<file path="src/rtl/instruction_decoder.sv">
// instruction_decoder: latches the fetched instruction on phase 1 of the
// 4-phase instruction period, decodes it into held field outputs plus
// one-cycle execute strobes, and owns the zero flag used by JNZ.
//
// Ports:
//   clk, reset          clock; asynchronous active-high reset
//   pc_count[1:0]       phase from program_sequencer (0,1,2,3,...)
//   pm_data[7:0]        program ROM data, sampled on the phase-1 edge
//   alu_zero            ALU result-is-zero, sampled on the phase-2 edge
//   ir[7:0]             instruction register
//   jump, conditional_jump, jump_addr[3:0], dont_jump_flag
//                       jump interface back to the sequencer
//   reg_we, alu_en      execute strobes, high only while pc_count==2
//   imm_sel, dst_sel[1:0], src_sel[1:0], alu_func[2:0], imm[3:0]
//                       datapath control fields, held per instruction
module instruction_decoder #(
  parameter logic [7:0] RESET_IR = 8'hE0
) (
  input  logic       clk,
  input  logic       reset,
  input  logic [1:0] pc_count,
  input  logic [7:0] pm_data,
  input  logic       alu_zero,
  output logic [7:0] ir,
  output logic       jump,
  output logic       conditional_jump,
  output logic [3:0] jump_addr,
  output logic       dont_jump_flag,
  output logic       reg_we,
  output logic       alu_en,
  output logic       imm_sel,
  output logic [1:0] dst_sel,
  output logic [1:0] src_sel,
  output logic [2:0] alu_func,
  output logic [3:0] imm
);

  localparam int unsigned SEL_W  = 2;
  localparam int unsigned FUNC_W = 3;
  localparam int unsigned NIB_W  = 4;

  localparam logic [1:0] PH_FETCH = 2'd1;
  localparam logic [1:0] PH_RUN   = 2'd2;

  // Major opcode in pm_data[7:6]; jump-class sub-opcode in pm_data[5:4].
  localparam logic [1:0] OP_LDI = 2'b00;
  localparam logic [1:0] OP_MOV = 2'b01;
  localparam logic [1:0] OP_ALU = 2'b10;
  localparam logic [1:0] OP_JMP = 2'b11;
  localparam logic [1:0] SUB_JMP = 2'b00;
  localparam logic [1:0] SUB_JNZ = 2'b01;

  // Fields that hold for the whole instruction period.
  typedef struct packed {
    logic              imm_sel;
    logic [SEL_W-1:0]  dst_sel;
    logic [SEL_W-1:0]  src_sel;
    logic [FUNC_W-1:0] alu_func;
    logic [NIB_W-1:0]  imm;
    logic              jump;
    logic              conditional_jump;
    logic [NIB_W-1:0]  jump_addr;
  } fields_t;

  fields_t    dec_c;
  logic       dec_reg_we_c;
  logic       dec_alu_en_c;
  fields_t    fields_q;
  logic [7:0] ir_q;
  logic       reg_we_q;
  logic       alu_en_q;
  logic       zero_flag_q;

  logic fetch_c;
  logic run_c;

  assign fetch_c = (pc_count == PH_FETCH);
  assign run_c   = (pc_count == PH_RUN);

  // Instruction decode of the word on the ROM bus; unused fields stay 0.
  always_comb begin
    dec_c        = '0;
    dec_reg_we_c = 1'b0;
    dec_alu_en_c = 1'b0;
    case (pm_data[7:6])
      OP_LDI: begin
        dec_reg_we_c  = 1'b1;
        dec_c.imm_sel = 1'b1;
        dec_c.dst_sel = pm_data[5:4];
        dec_c.imm     = pm_data[3:0];
      end
      OP_MOV: begin
        dec_reg_we_c  = 1'b1;
        dec_c.dst_sel = pm_data[5:4];
        dec_c.src_sel = pm_data[3:2];
      end
      OP_ALU: begin
        dec_reg_we_c   = 1'b1;
        dec_alu_en_c   = 1'b1;
        dec_c.alu_func = pm_data[5:3];
        dec_c.src_sel  = pm_data[2:1];
      end
      OP_JMP: begin
        // 11 10 and the reserved 11 11 fall through as NOP.
        case (pm_data[5:4])
          SUB_JMP: begin
            dec_c.jump      = 1'b1;
            dec_c.jump_addr = pm_data[3:0];
          end
          SUB_JNZ: begin
            dec_c.conditional_jump = 1'b1;
            dec_c.jump_addr        = pm_data[3:0];
          end
          default: ;
        endcase
      end
      default: ;
    endcase
  end

  // Instruction register and held fields load only on the phase-1 edge.
  always_ff @(posedge clk or posedge reset) begin
    if (reset) begin
      ir_q     <= RESET_IR;
      fields_q <= '0;
    end else if (fetch_c) begin
      ir_q     <= pm_data;
      fields_q <= dec_c;
    end
  end

  // Strobes set on the phase-1 edge and clear on the next edge, so they
  // are high exactly during the pc_count==2 cycle.
  always_ff @(posedge clk or posedge reset) begin
    if (reset) begin
      reg_we_q <= 1'b0;
      alu_en_q <= 1'b0;
    end else begin
      reg_we_q <= fetch_c & dec_reg_we_c;
      alu_en_q <= fetch_c & dec_alu_en_c;
    end
  end

  // Zero flag captures the ALU result at the end of the execute cycle.
  always_ff @(posedge clk or posedge reset) begin
    if (reset) begin
      zero_flag_q <= 1'b0;
    end else if (run_c && alu_en_q) begin
      zero_flag_q <= alu_zero;
    end
  end

  assign ir               = ir_q;
  assign reg_we           = reg_we_q;
  assign alu_en           = alu_en_q;
  assign dont_jump_flag   = zero_flag_q;
  assign imm_sel          = fields_q.imm_sel;
  assign dst_sel          = fields_q.dst_sel;
  assign src_sel          = fields_q.src_sel;
  assign alu_func         = fields_q.alu_func;
  assign imm              = fields_q.imm;
  assign jump             = fields_q.jump;
  assign conditional_jump = fields_q.conditional_jump;
  assign jump_addr        = fields_q.jump_addr;

endmodule
</file>
<file path="config.mk">
export PLATFORM = sky130hd
export DESIGN_NAME = instruction_decoder
export DESIGN_NICKNAME = d
export VERILOG_FILES = /design/src/rtl/instruction_decoder.sv
export SDC_FILE = /design/constraint.sdc
export NUM_CORES = 1
export LEC_CHECK = 0
export CAP_MARGIN = 30
export CELL_PAD_IN_SITES_DETAIL_PLACEMENT = 0
export CELL_PAD_IN_SITES_GLOBAL_PLACEMENT = 1
export CORE_MARGIN = 4
export CORE_UTILIZATION = 37
export DETAILED_ROUTE_END_ITERATION = 8
export PLACE_DENSITY_LB_ADDON = 0.25
export SLEW_MARGIN = 20
export SYNTH_ARGS = -nofsm -noshare
export SYNTH_HDL_FRONTEND = slang
export SYNTH_SLANG_ARGS = --single-unit
</file>
<file path="constraint.sdc">
create_clock -name clk -period 2.7 [get_ports clk]
set_clock_uncertainty 0.1 [all_clocks]
set_input_delay 0.405 -clock clk [delete_from_list [all_inputs] [get_ports clk]]
set_output_delay 0.405 -clock clk [all_outputs]
set_load 0.02 [all_outputs]
</file>
After elaboration in Yosys (flattened, before gate mapping)
Cells that the tools add are included.
- bits in registers: 29
- input port bits: 13
- output and inout bits: 29
- word-level logic and storage cells: 37
- eq/ne operators: 6
- muxes and demuxes: 11
- bitwise logic cells: 2
- reductions and logical operators: 6
- operator list (operator ; count):
    two-way mux 4 bit ; 2
    == test 2 x 1 -> 1 bit, second input constant ; 3
    == test 2 bit, second input constant ; 3
    two-way mux 6 bit ; 1
    two-way mux 1 bit ; 5
    zero test 2 bit ; 2
    case mux 2 bit (2 select lines) ; 1
    OR reduction 2 bit ; 2
    two-way mux 3 bit ; 1
    OR reduction 3 bit ; 1
    AND 1 bit ; 2
    two-way mux 2 bit ; 1
    logical AND 1 bit ; 1

Depth between registers and ports, before layout
Gate-level depths: netlist (run 1).
- depth after elaboration: 4
- depth in mapped cells: 4
- depth with buffers taken out: 4

Worst setup path before layout (run 1)
Ideal clock, no wire load.
- path type: input to register
- start: input port pc_count[1]
- end: register ir_q[7], in the netlist ir[7]
- data arrival time: 1.090 ns
- data required time: 2.518 ns
- path slack: 1.428 ns
- cell stages on the path: 4
- buffers on the path: 2
- cells stage by stage: nand2b_1 -> buf_6 -> buf_6 -> mux2_4
- longest elaborated chain between the ends: 1
- ends and longest elaborated chain (item ; RTL line ; source):
    start: declaration ; 21 ; input logic [1:0] pc_count,
    == test 2 x 1 -> 1 bit ; 77 ; assign fetch_c = (pc_count == PH_FETCH);
    end signal: assignment ; 127 ; ir_q <= pm_data;
    end: declaration ; 69 ; logic [7:0] ir_q;
Every way passes these cells.
A chain may end at the register's enable or synchronous reset.

Final worst setup path (run 1)
- start: register ir_q[7], in the netlist ir[7]
- end: output port ir[7]
- RTL lines (item ; RTL line ; source):
    end: declaration ; 24 ; output logic [7:0] ir,
No word-level cell between the ends.

==> results of run 1 <==
-- cells by family (layout without fill, tap and decap cells) --
family | Yosys count | count (layout)
AOI/OAI and AO/OA | 12 | 12
adders and majority gates | 5 | 5
buffers and inverters | 17 | 65
DFF | 29 | 29
muxes | 19 | 19
and+or+nand+nor | 13 | 13
-- cell type report --
cell class	instances	area share (%)
clock buffer	7	3.09
clock inverter	1	1.69
inverter	14	2.95
multi-input combinational	49	24.3
sequential	29	41.0
tap	44	3.09
timing repair buffer	43	23.9
-- metrics by stage --
stage | setup slack [ps] | power, mW
after floorplan | 1430 | 0.638
after global placement | 742 | 0.763
after detailed placement | 696 | 0.768
after CTS | 710 | 1.14
after global routing | 691 | 1.18
final | 732 | 1.12
-- power by group through the flow --
stage | combinational, mW | sequential, mW | clock (mW)
3_5_place_dp | 0.254 | 0.513 | 0
2_1_floorplan | 0.0715 | 0.567 | 0
4_1_cts | 0.255 | 0.506 | 0.381
3_3_place_gp | 0.251 | 0.512 | 0
6_report | 0.251 | 0.505 | 0.369
5_1_grt | 0.267 | 0.512 | 0.401
-- state kept, by name, summed over array words and instances (netlist names), 2 cells and up --
signal / flops
alu_func: 3
dst_sel: 2
imm: 4
ir: 8
jump_addr: 4
src_sel: 2
-- cell usage in the layout, fill, tap and decap left out, drive strengths merged, types with 2 or more instances in the layout --
cell	synthesis	routed
a22oi	2	2
nor2	2	2
inv	14	14
o21ai	2	2
a22o	6	6
mux2i	9	9
ha	5	5
dfstp	3	3
dfrtp	26	26
o2bb2ai	2	2
buf	3	2
clkdlybuf4s50	0	41
nand2	7	7
nand3b	2	2
clkbuf	0	7
mux2	10	10
-- layer usage --
metal  part of all wire, %  routed length [um]
met2                    49                1330
met1                    44                1180
met3                   6.0                 161
met5                     0                   0
met4                  0.85                  23
-- synthesized netlist by cell type --
cell       number
a22o_1          6
a22oi_1         2
and4bb_2        1
buf_4           1
buf_6           2
dfrtp_1        26
dfstp_2         3
ha_1            5
inv_1          14
mux2_2          9
mux2_4          1
mux2i_1         9
nand2_1         7
nand2b_1        1
nand3b_1        2
nor2_1          2
o21ai_0         2
o2bb2ai_1       2
-- tightest hold or removal path: stages --
cell and delay (ps):
clkdlybuf4s50_1 390, inv_1 50, buf_4 330
-- path summary, 6_finish.rpt --
kind,end,slack [ps],cells after the start
max in group asynchronous,ir[6],1840,3
max reg2reg,dont_jump_flag,1690,2
min reg2reg,src_sel[1],410,1
min in group clk,src_sel[1],410,1
max,ir[7],730,1
min,dst_sel[1],330,3
==> flow_summary.ini, run 1 <==
[outcome]
outcome = finished clean

[placed_design]
numPortBuffers = 41
gp_congestion = 0.712
postPlaceCellArea_sq_um = 1690
dp_cells = 179
hpwlAfterDp_um = 1940

[final_layout]
drive_gt1_share_pct = 16.1
fin_cells = 187
seqCellArea_sq_um = 729
diodes = 0
syn_to_final_growth_pct = 43.1
postLayoutCellArea_sq_um = 1780
final_core_util_pct = 56.9
nets = 160
multi_input_area_sq_um = 432
fill_cells = 290

[grt]
met1_usage_pct = 16.0
use_met3_pct = 4.25
grt_usage_pct = 14.0
grt_max_degree = 30
grt_antenna_before_repair = 0
grt.busiest_layer = met2
grt_pass1_wl_um = 4460
grt_pass1_vias = 965
grt_use_met2_pct = 23.5
overflow = 0

[yosys]
avgSynthCellArea_sq_um = 13.1
syn_nets = 113
synth_mux_area_share_pct = 16.6
yosys.area_share.simple_pct = 5.43
synth_area_sq_um = 1240
synth_seq_cells = 29
synth_top_family_by_area = multiplexers
synth_compound_area_share_pct = 7.65
netlist.area_leader.share_pct = 52.3
yosys.area_share.adder_pct = 5.03
synthCells = 95
synth_largest_area_cell = dfrtp_1
ys_warn_count = 0
ys_seq_area_share_pct = 58.7
yosys-top-cells-area = dfrtp_1, mux2_2, mux2i_1, dfstp_2, ha_1
yosysUniqueCellTypes = 18
synthXorXnorAreaFrac_pct = 0

[timing]
finalSetupViolCount = 0
finalSetupTns_ps = 0
fmax_mhz = 508
post-route-period-util_pct = 72.9
rsz0062_at_grt = false
slew_viol_final = 0
worst_pin_slew_ps = 364
hold_violations = 0
hold_slack_ps = 334
relSlewSlack_pct = 75.8
period_minus_slack_ps = 1970

[floorplanning]
io_pins = 42
coreArea_sq_um = 3130
rows = 20
die_h_um = 66.0
dieArea_sq_um = 4350
start_util_pct = 39.8
die_w_um = 66.0

[clock_tree]
clkTransAtPathRegs_ps = 100
clock_tree.root_cell = clkbuf_4
cts.sinks = 29
postCtsSetupBuffers = 0
clk_path_buf_depth = 2
tritoncts = built
hold_buffers = 0
numCtsBuffers = 5
post_cts_resized = 0
h-tree-depth = 2
clkLatencyLatePin_ps = 320

[critical_path]
regToRegStartpoint = alu_en
critPathMaxStageDelay_ps = 600
crit_path_end_kind = output port
worst-path-buf-inv = 1
required_ps = 2190
critPathArrivalTime_ps = 1460
cp_max_fo = 2
startpoint = ir[7]
worst_setup_path_start_kind = flop
cp_top_family = buffers and inverters
path_class = flop to output port
critPathSlowestCell = clkdlybuf4s50_1
path_cells = clkdlybuf4s50_1

[pwr]
p_seq_share_pct = 44.9
p_comb_share_pct = 22.3
p_leak_nw = 0.829
p_int_mw = 0.832
powerDensity_nw_per_um2 = 632
power.share.clock_pct = 32.8
worst_ir_drop_vdd_mv = 0.396
p_sw_share_pct = 26.0
p_sw_mw = 0.293

[route]
via_count = 867
drc = 0
final_antenna_net_count = 0
drt_wl_total_um = 2700
vias_per_cell = 4.64
drtPass1Iterations = 4
routedWlPerCell_um = 14.4
drt_iter0_markers = 29

[hold_path]
hp-class = input port to asynchronous set/reset pin

[flow_run]
drv_cap = 0
Note: power is estimated with default switching activity, not from simulation.
==> run 2, diff against run 1 <==
- CORE_UTILIZATION: 37 -> 35
- clock period: 2.7 -> 2.05 ns (I/O delays scaled with it)
==> run 2 against run 1 <==
Against the previous run: cell area is 1.9% higher; power is 33% higher; critical path type unchanged; critical path depth stayed put; first-iteration DRC count is 3.4% higher; clock power is 33% higher; setup slack worse by 550 ps; hold slack worse by 130 ps; sequential power is 32% higher.
==> flow_summary.ini, run 2 (same netlist as run 1, synthesis figures left out) <==
[route]
drt_iter0_markers = 30
drc = 0
vias_per_cell = 4.68
drtPass1Iterations = 5
drt_wl_total_um = 2770
routedWlPerCell_um = 14.5
final_antenna_net_count = 0
via_count = 894

[final_layout]
multi_input_area_sq_um = 432
mostFrequentLayoutCells = clkdlybuf4s50_1, dfrtp_1, inv_1
nets = 162
syn_to_final_growth_pct = 45.8
seqCellArea_sq_um = 729
fill_cells = 300
final_core_util_pct = 53.5
mostFrequentLayoutCell = clkdlybuf4s50_1
largest_reg_flops = 8
diodes = 0
drive_gt1_share_pct = 17.9

[timing]
slew_viol_final = 0
relSlewSlack_pct = 80.5
worst_pin_slew_ps = 293
finalSetupViolCount = 0
hold_violations = 0
rsz0062_at_grt = false
fmax_mhz = 536
period_minus_slack_ps = 1860
post-route-period-util_pct = 90.9
finalSetupTns_ps = 0

[flow_run]
drv_cap = 0

[clock_tree]
postCtsSetupBuffers = 0
numCtsBuffers = 5
post_cts_resized = 0
h-tree-depth = 2
hold_buffers = 0
tritoncts = built
clkLatencyLatePin_ps = 320
clkTransAtPathRegs_ps = 100
cts.sinks = 29
clock_tree.root_cell = clkbuf_4
clk_path_buf_depth = 2

[floorplanning]
start_util_pct = 36.7
dieArea_sq_um = 4570
io_pins = 42
die_w_um = 67.6
die_h_um = 67.6
rows = 21
coreArea_sq_um = 3390

[placed_design]
numPortBuffers = 41
hpwlAfterDp_um = 2120
gp_congestion = 0.732

[critical_path]
required_ps = 1640
critPathArrivalTime_ps = 1460
critPathMaxStageDelay_ps = 590
critPathSlowestCell = clkdlybuf4s50_1
cp_max_fo = 2
worst_setup_path_start_kind = flop
worst-path-buf-inv = 1
path_class = flop to output port
cp_top_family = buffers and inverters
crit_path_end_kind = output port
path_cells = clkdlybuf4s50_1

[grt]
grt_pass1_vias = 960
grt_pass1_wl_um = 4500
overflow = 0
grt_usage_pct = 13.8
grt_max_degree = 20
grt_antenna_before_repair = 0

[pwr]
powerDensity_nw_per_um2 = 823
p_leak_nw = 0.842
worst_ir_drop_vdd_mv = 0.444

[outcome]
outcome = finished clean

[hold_path]
hp-class = input port to asynchronous set/reset pin
==> run 2: cell types whose count changed in the layout (fill, tap and decap cells not counted) <==
cell / change
buf_12: +1
buf_4: +1
clkbuf_1: -1
clkinvlp_4: +1
==> run 2: stage by stage <==
step | cells | instance area (sq um) | setup slack, ps | total power [mW] | hold WS (ps)
2_1_floorplan | 95 | 1240 | 876 | 0.840 | 283
3_3_place_gp | 183 | 1720 | 242 | 1.01 | 388
3_5_place_dp | 183 | 1720 | 233 | 1.02 | 394
4_1_cts | 191 | 1810 | 160 | 1.52 | 188
5_1_grt | 191 | 1810 | 134 | 1.57 | 209
6_report | 191 | 1810 | 186 | 1.49 | 207
==> run 2: power breakdown <==
| part | internal, mW | switching, mW |
|---|---|---|
| Sequential | 0.635 | 0.0307 |
| Clock | 0.290 | 0.200 |
| Combinational | 0.175 | 0.161 |
| Total | 1.10 | 0.392 |
==> run 2: final timing paths <==
path                                startpoint              to  slack, ps  cells after the start
worst max-delay path                     ir[6]           ir[6]        190                      1
worst min-delay path                     reset         imm_sel        210                      3
worst max register to register          alu_en  dont_jump_flag       1050                      2
worst min register to register  dont_jump_flag  dont_jump_flag        420                      1
max in group asynchronous                reset           ir[7]       1380                      3
min in group clk                dont_jump_flag  dont_jump_flag        420                      1
==> run 2: metal layers <==
layer  global-route usage (%)  share of wire (%)
met1                     16.1                 43
met2                     23.2                 51
met3                     3.99                5.4
met4                     6.08               0.54
met5                        0                  0
==> run 2: layout make-up <==
cell class	instances	share of cell area, %
clock buffer	6	2.83
clock inverter	2	2.07
inverter	14	2.90
multi-input combinational	49	23.8
sequential	29	40.2
tap	46	3.17
timing repair buffer	45	25.0
==> run 3, diff against run 2 <==
- CORE_UTILIZATION: 35 -> 31
- clock period: 2.05 -> 1.6 ns (I/O delays scaled with it)
==> run 3 against run 2 <==
Against the previous run: highest routed layer unchanged; final cell count is 3.7% higher; via count decreased by 0.34%; global-route usage down 0.92 points; non-clock buffer count grew 5; hold slack got worse by 13 ps; critical path depth unchanged; combinational power grew 25%; largest power group unchanged; wire length increased by 4.5%.
==> flow_summary.ini, run 3 (same netlist as run 1, synthesis figures left out) <==
[route]
final_antenna_net_count = 0
drt_iter0_markers = 19
via_count = 891
drtPass1Iterations = 4
vias_per_cell = 4.50
drc = 0
drt_wl_total_um = 2900
routedWlPerCell_um = 14.6

[final_layout]
fill_cells = 338
largest_reg_flops = 8
syn_to_final_growth_pct = 50.6
diodes = 0
drive_gt1_share_pct = 20.0
nets = 167
seqCellArea_sq_um = 729
mostFrequentLayoutCell = dfrtp_1
postLayoutCellArea_sq_um = 1870
multi_input_area_sq_um = 432
mostFrequentLayoutCells = dfrtp_1, clkdlybuf4s50_1, inv_1, dlymetal6s2s_1

[placed_design]
postPlaceCellArea_sq_um = 1760
gp_congestion = 0.690
numPortBuffers = 41
hpwlAfterDp_um = 2150

[pwr]
p_comb_share_pct = 22.8
p_seq_share_pct = 46.4
p_sw_share_pct = 27.8
power.share.clock_pct = 30.8
p_leak_nw = 1.08
powerDensity_nw_per_um2 = 980
p_int_mw = 1.32
p_sw_mw = 0.510
power_mw = 1.83
worst_ir_drop_vdd_mv = 0.589

[grt]
grt_pass1_wl_um = 5020
grt_antenna_before_repair = 0
grt_max_degree = 20
grt_pass1_vias = 1001
overflow = 0
grt_usage_pct = 12.8

[floorplanning]
rows = 22
die_w_um = 71.3
io_pins = 42
start_util_pct = 33.0
coreArea_sq_um = 3770
die_h_um = 71.3
dieArea_sq_um = 5090

[timing]
fmax_mhz = 636
worst_pin_slew_ps = 249
hold_slack_ps = 194
relSlewSlack_pct = 83.3
slew_viol_final = 0
post-route-period-util_pct = 98.3
period_minus_slack_ps = 1570
hold_violations = 0
finalSetupViolCount = 0

[critical_path]
reg2regPathDepth = 2
path_class = flop to output port
critPathMaxStageDelay_ps = 610
rrSetupSlack_ps = 590
crit_path_end_kind = output port
cp_top_family = buffers and inverters
cp_max_fo = 2
critPathSlowestCell = clkdlybuf4s50_1
path_cells = clkdlybuf4s50_1
worst_setup_path_start_kind = flop
required_ps = 1260
r2r_end = dont_jump_flag
worst-path-buf-inv = 1
regToRegStartpoint = alu_en
critPathArrivalTime_ps = 1230

[clock_tree]
clk_path_buf_depth = 2
clock_tree.root_cell = clkbuf_8
h-tree-depth = 2
tritoncts = built
post_cts_resized = 7
clkLatencyLatePin_ps = 270
cts.sinks = 29
postCtsSetupBuffers = 0
hold_buffers = 0
clkTransAtPathRegs_ps = 60
numCtsBuffers = 5

[outcome]
outcome = finished clean

[hold_path]
hp-class = input port to asynchronous set/reset pin

[flow_run]
drv_cap = 0
## run 3: cell types whose count changed in the layout (fill, tap and decap cells not counted), sizes merged
cell,previous run,this run
bufinv,1,0
buf,4,9
clkinvlp,1,0
dlygate4sd2,0,7
clkdlybuf4s50,41,20
dlymetal6s2s,0,14
clkinv,0,2
## run 3: worst max path at each step
stage | slack, ps | cells after the start | to | startpoint
3_5_place_dp | -130 | 5 | dst_sel[0] | pm_data[6]
3_3_place_gp | -60 | 5 | dst_sel[1] | pm_data[6]
2_1_floorplan | 490 | 4 | ir[7] | pc_count[1]
6_report | 30 | 1 | jump_addr[1] | jump_addr[1]
4_1_cts | 0.4 | 1 | dst_sel[1] | dst_sel[1]
5_1_grt | -2 | 1 | ir[1] | ir[1]
## run 3: per-stage QoR
stage	worst slack (ps)	TNS [ps]	util, %	std cells
6_report	26.4	0	49.7	198
5_1_grt	-2.39	-2.63	49.7	198
4_1_cts	0.395	0	48.7	198
3_5_place_dp	-127	-1070	46.8	190
3_3_place_gp	-56.9	-493	46.8	190
2_1_floorplan	493	0	-	95
## run 3: power by group through the flow
| stage | Sequential, mW | Combinational (mW) | Clock (mW) |
|---|---|---|---|
| 4_1_cts | 0.854 | 0.435 | 0.581 |
| 3_5_place_dp | 0.867 | 0.446 | 0 |
| 2_1_floorplan | 0.956 | 0.121 | 0 |
| 6_report | 0.851 | 0.419 | 0.565 |
| 3_3_place_gp | 0.864 | 0.441 | 0 |
| 5_1_grt | 0.861 | 0.454 | 0.627 |
## run 3: layout make-up
type                            instances  share of cell area, %
Tap cell                               48                   3.21
Inverter                               14                   2.81
Clock buffer                            6                   3.87
Clock inverter                          2                  0.534
Timing Repair Buffer                   50                   27.6
Multi-Input combinational cell         49                   23.0
Sequential cell                        29                   38.9
## run 3: metal layers
layer  track usage, %  vias up  wire (um)  share of wire [%]
li1                 -      425          -                  -
met1             16.7      434       1320                 46
met2             19.6       30       1360                 47
met3             3.93        2        193                6.7
met4             5.64        0         17               0.59
met5                0        -          0                  0
